[src/rtl/misr_pkg.sv]
// Shared defaults for the multiple-input signature register and its test infrastructure.
// Values select a 6-bit compactor with tap mask 6'b100100 and an all-zero seed.
package misr_pkg;

    localparam int MISR_WIDTH = 6;
    localparam int MISR_POLY  = 100;
    localparam int MISR_SEED  = 0;

endpackage : misr_pkg

[src/rtl/misr.sv]
// Galois-form multiple-input signature register: compacts one WIDTH-bit response word per enabled clock.
// The MSB is the feedback source and din[i] always feeds stage i.
module misr
    import misr_pkg::*;
#(
    parameter int WIDTH = MISR_WIDTH,
    parameter int POLY  = MISR_POLY,
    parameter int SEED  = MISR_SEED
) (
    input  logic             clk,
    input  logic             reset,
    input  logic [WIDTH-1:0] din,
    output logic [WIDTH-1:0] sig,
    input  logic             en,
    input  logic             clr
);

    // Bits of POLY and SEED above WIDTH-1 are deliberately dropped here.
    localparam logic [WIDTH-1:0] TAPS     = POLY[WIDTH-1:0];
    localparam logic [WIDTH-1:0] SEED_VAL = SEED[WIDTH-1:0];

    generate
        if (WIDTH < 2 || WIDTH > 32) begin : g_bad_width
            $error("misr: WIDTH must lie in 2..32");
        end
    endgenerate

    logic [WIDTH-1:0] r_q;
    logic [WIDTH-1:0] w_next;

    assign w_next[0] = din[0] ^ (r_q[WIDTH-1] & TAPS[0]);

    genvar gi;
    generate
        for (gi = 1; gi < WIDTH; gi++) begin : g_stage
            assign w_next[gi] = r_q[gi-1] ^ din[gi] ^ (r_q[WIDTH-1] & TAPS[gi]);
        end
    endgenerate

    // Clear outranks enable; reset outranks both and acts without a clock.
    always_ff @(posedge clk or negedge reset) begin
        if (!reset) begin
            r_q <= SEED_VAL;
        end else if (clr) begin
            r_q <= SEED_VAL;
        end else if (en) begin
            r_q <= w_next;
        end
    end

    assign sig = r_q;

endmodule : misr

[config.mk]
export PLATFORM = sky130hd
export DESIGN_NAME = misr
export DESIGN_NICKNAME = d
export VERILOG_FILES = /design/src/rtl/misr_pkg.sv /design/src/rtl/misr.sv
export SDC_FILE = /design/constraint.sdc
export NUM_CORES = 1
export LEC_CHECK = 0
export ABC_AREA = 1
export CAP_MARGIN = 20
export CORE_AREA = 3 3 40 42
export CTS_CLUSTER_DIAMETER = 60
export DETAILED_ROUTE_END_ITERATION = 16
export DIE_AREA = 0 0 43 45
export DONT_BUFFER_PORTS = 1
export GPL_TIMING_DRIVEN = 0
export MAX_ROUTING_LAYER = met4
export PLACE_DENSITY = 0.48
export SLEW_MARGIN = 0
export SYNTH_ARGS = -nofsm -noshare
export SYNTH_HDL_FRONTEND = slang
export SYNTH_SLANG_ARGS = --single-unit
export TNS_END_PERCENT = 1
[constraint.sdc]
create_clock -name clk -period 0.9 [get_ports clk]
set_input_delay 0.135 -clock clk [delete_from_list [all_inputs] [get_ports clk]]
set_output_delay 0.135 -clock clk [all_outputs]
set_load 0.05 [all_outputs]
* Yosys cells after proc, flatten, opt, wreduce, memory -nomap -nowiden
Cells that the tools add are included.
** Storage, ports and cells
- Register bits after elaboration :: 6
- Bits in latches :: 0
- Bits in writable memories :: 0
- Bits in read-only memories :: 0
- Input bits :: 10
- Output and inout bits :: 6
- Memories :: 0
** Operators by class
- Add/subtract/negate cells :: 0
- Multiply operators :: 0
- Divide/modulo/power cells :: 0
- Magnitude comparators :: 0
- Equality and inequality tests :: 0
- Shifts and indexed selects :: 0
- Muxes and demuxes :: 2
- Bitwise operators :: 7
- Reduce and logical (&&, ||, !) cells :: 1
** Operators with widths (number)
- two-way mux 6 bit :: 2
- bitwise XOR 1 bit :: 7
- nonzero test 2 bit :: 1

* Logic depth before layout (Yosys ltp)
- Depth after elaboration :: 4
- Mapped depth :: 6
- Depth with buffers taken out :: 6

* Least setup slack after synthesis
Ideal clock, no wire load.
- Path type :: flip-flop to flip-flop
- Start :: reg r_q[1], in the netlist sig[1]
- End :: reg r_q[2], in the netlist sig[2]
- Arrival time :: 1.016 ns
- Required time :: 0.782 ns
- Slack :: -0.234 ns
- Cell stages (with the launch flop) :: 6
- Path buffers :: 0
- Cells stage by stage :: dfrtp_1 -> inv_1 -> nand2_1 -> nand3_1 -> nand3_1 -> nand2_1
** Between the ends
- Longest elaborated chain between the ends :: 4
** RTL lines
- from (decl) :: RTL line misr.sv:28 : logic [WIDTH-1:0] r_q;
- from (signal assigned) :: RTL line misr.sv:47 : r_q <= w_next;
- bitwise XOR 1 bit (2 in a row) :: RTL line misr.sv:36 : assign w_next[gi] = r_q[gi-1] ^ din[gi] ^ (r_q[WIDTH-1] & TAPS[gi]);
- two-way mux 6 bit :: RTL line misr.sv:46 : end else if (en) begin
- two-way mux 6 bit :: RTL line misr.sv:44 : end else if (clr) begin
No other way between the ends. The select of a mux whose other input is x is not followed.
A chain may end at the register's enable or synchronous reset.

* Worst setup path in the final report
Ends and elaborated chain as after synthesis.

==> results.md <==
- Status: finished with violations
- Failing checks: setup timing
- Setup violators final: 9
- DR WL/cell: 11.1 um
- Max-slew violation count: 0
- RSZ-0062 raised after global routing: yes
- Drt pass-1 iters: 2
- WP data arrival: 1160 ps
- Root buf cell: clkbuf_4
- Global-route wire length before repair: 1.08 mm
- Worst Tran Pin Value: 294 ps
- TritonCTS buffer count: 3
- Mapped Area: 317 sq um
- Power density cells: 1870 mW/mm^2
- Layout Cells excl Fill: 62
- # DRC: 0
- Critical path class: reg -> reg
- Largest area contributor in the netlist: dfrtp_1
- Worst skew pair latency: 240 ps
- WP buf/inv: 1
- Top post-synthesis cells by area: dfrtp_1 47%, nand2_1 13%, inv_1 11%
- Number of synthesized register bits: 6
- Yosys warnings: 0
- Most common cell on crit path: nand2_1
- H-tree Lvls: 1
- # rows: 13
- Final TNS setup: -371 ps
- Fin crit share: 114%
- Place WS: -198 ps
- Gr usage total: 8.20%
- Critical-path top delay cell: dfrtp_2
- Leakage power: 0.198 nW
- Critical Path Source Type: flip-flop
- Die H: 45 um
- DRT Wirelength: 689 um
- Post-Syn Nets: 51
- Crit path from: sig[1]$_DFFE_PN0P_
- Post-DRT Antenna Nets: 0
- Worst vdd ir: 0.000566 V
- Post-Route Skew: 8.76 ps
- Vias per cell: 4.31
- Average cell area after synthesis: 7.72 sq um
- Initial Util: 24.6%
- Worst Hold Class: in -> reg
- Critical Path Fanout Max: 3
- Largest net degree at the start of global routing: 7
- Worst reg2reg path startpoint: sig[1]$_DFFE_PN0P_
- CP max stage delay: 520 ps
- Crit path max-delay family: flip-flops
- Gpl congestion: 0.692
- Grt ovf: 0
- Commonest non-fill, non-tap cells in the layout: 9 x nand2_1, 7 x inv_1, 6 x dfrtp_2
- Clock-pin slew on the worst setup and hold paths: 50 ps
- Post-DP HPWL: 543 um
- Clock Sinks: 6
- Final Hold Viols: 0
- Layout cells sized above 1: 40.4%
- Fin Hold WS: 46.6 ps
- HP Start: din[0]
- N_diodes: 0
- Initial antenna violation count: 0
- Top-Level Pins: 16
- CP Capture Type: flip-flop
- CTS tree: done
- Max Fclk: 973 MHz
- Gate Count Post-Synth: 41
- Top cell type's share of synthesized area: 47.4%
- Setup ws final: -128 ps
- Drt first-iter violations: 2
- Max-Cap Viols: 0
- Vias in the first global route: 274
- Core area: 0.00128 sq mm
- Layout area overhead: 27.7%
- Worst slew margin: 80.4%
- Worst path required time: 1030 ps
- Netlist cell types: 12
- Worst-case clock buffer depth: 2
- Vias: 267
- Minimum clock period: 1030 ps
- CP Cell Sequence: inv_2 -> nand2_2 -> nand2_1 -> nand2_1 -> nand3_1 -> nand2_1
- Placed cells: 56
- Final core utilization: 31.5%
- Max FFs per register: 6
- Commonest non-fill, non-tap cell in the layout: nand2_1
- Die Span X: 43 um
- Seq/Total Area, Yosys: 47.4%
- Total Nets Final: 59
- Die area: 0.00194 sq mm
- Port Buf Inserts: 0
-- worst register-to-register path: cells and delay by family (launching register included) --
kind	cells	cell delay, ps
buffers and inverters	1	100
flip-flops	1	520
AND/OR/NAND/NOR	5	310
-- layout make-up --
cell class / instances / area (sq um)
sequential: 6 / 158
timing repair buffer: 3 / 25.0
tap: 15 / 18.8
fill: 140 / 881
clock buffer: 3 / 22.5
multi-input combinational: 25 / 143
inverter: 10 / 37.5
-- report_power, final --
group / internal (mW) / switching (mW)
sequential: 0.296 / 0.105
clock: 0.151 / 0.0926
combinational: 0.0522 / 0.0593
-- through the flow --
stage          instance area [sq um]  total power, mW
5_1_grt                          404            0.803
3_3_place_gp                     340            0.485
2_1_floorplan                    322            0.468
4_1_cts                          393            0.761
6_report                         404            0.756
3_5_place_dp                     340            0.487
-- final timing paths --
check | depth (start not counted) | to | slack (ps)
max | 6 | sig[2]$_DFFE_PN0P_ | -130
min | 1 | sig[0]$_DFFE_PN0P_ | 50
max reg2reg | 6 | sig[2]$_DFFE_PN0P_ | -130
min reg2reg | 2 | sig[3]$_DFFE_PN0P_ | 710
max in group asynchronous | 1 | sig[5]$_DFFE_PN0P_ | 450
min in group asynchronous | 1 | sig[0]$_DFFE_PN0P_ | 210
-- cells in the mapped netlist --
master and n:
dfrtp_1 6, nand2_2 1, o21ai_1 1, o22ai_1 2
nand2_1 11, xnor2_1 3, inv_2 1, nand4_1 1
inv_1 9, nor2_1 2, nand3_1 3, a22o_1 1
-- routing by layer --
metal | wire, um | up-vias | GRT usage (%)
li1 | - | 139 | -
met1 | 282 | 118 | 8.33
met3 | 83 | 0 | 4.38
met5 | 0 | - | -
met2 | 324 | 10 | 12.3
met4 | 0 | 0 | 5.42
-- cells by family after synthesis --
logic type             count (synthesis)  synth area share (%)
flip-flops                             6                  47.4
AO/OA/AOI/OAI                          4                  8.30
AND/OR/NAND/NOR                       18                  24.1
buffers and inverters                 10                  11.9
XOR/XNOR                               3                  8.30
-- timing repair --
item,in CTS,in global routing
resized for setup,5,3
setup endpoints to repair,11,11
endpoints found under the hold margin,6,0
hold buffers,1,0
pin swaps,4,0
buffers inserted,2,0
No activity file was read; power rests on OpenSTA's default activity.
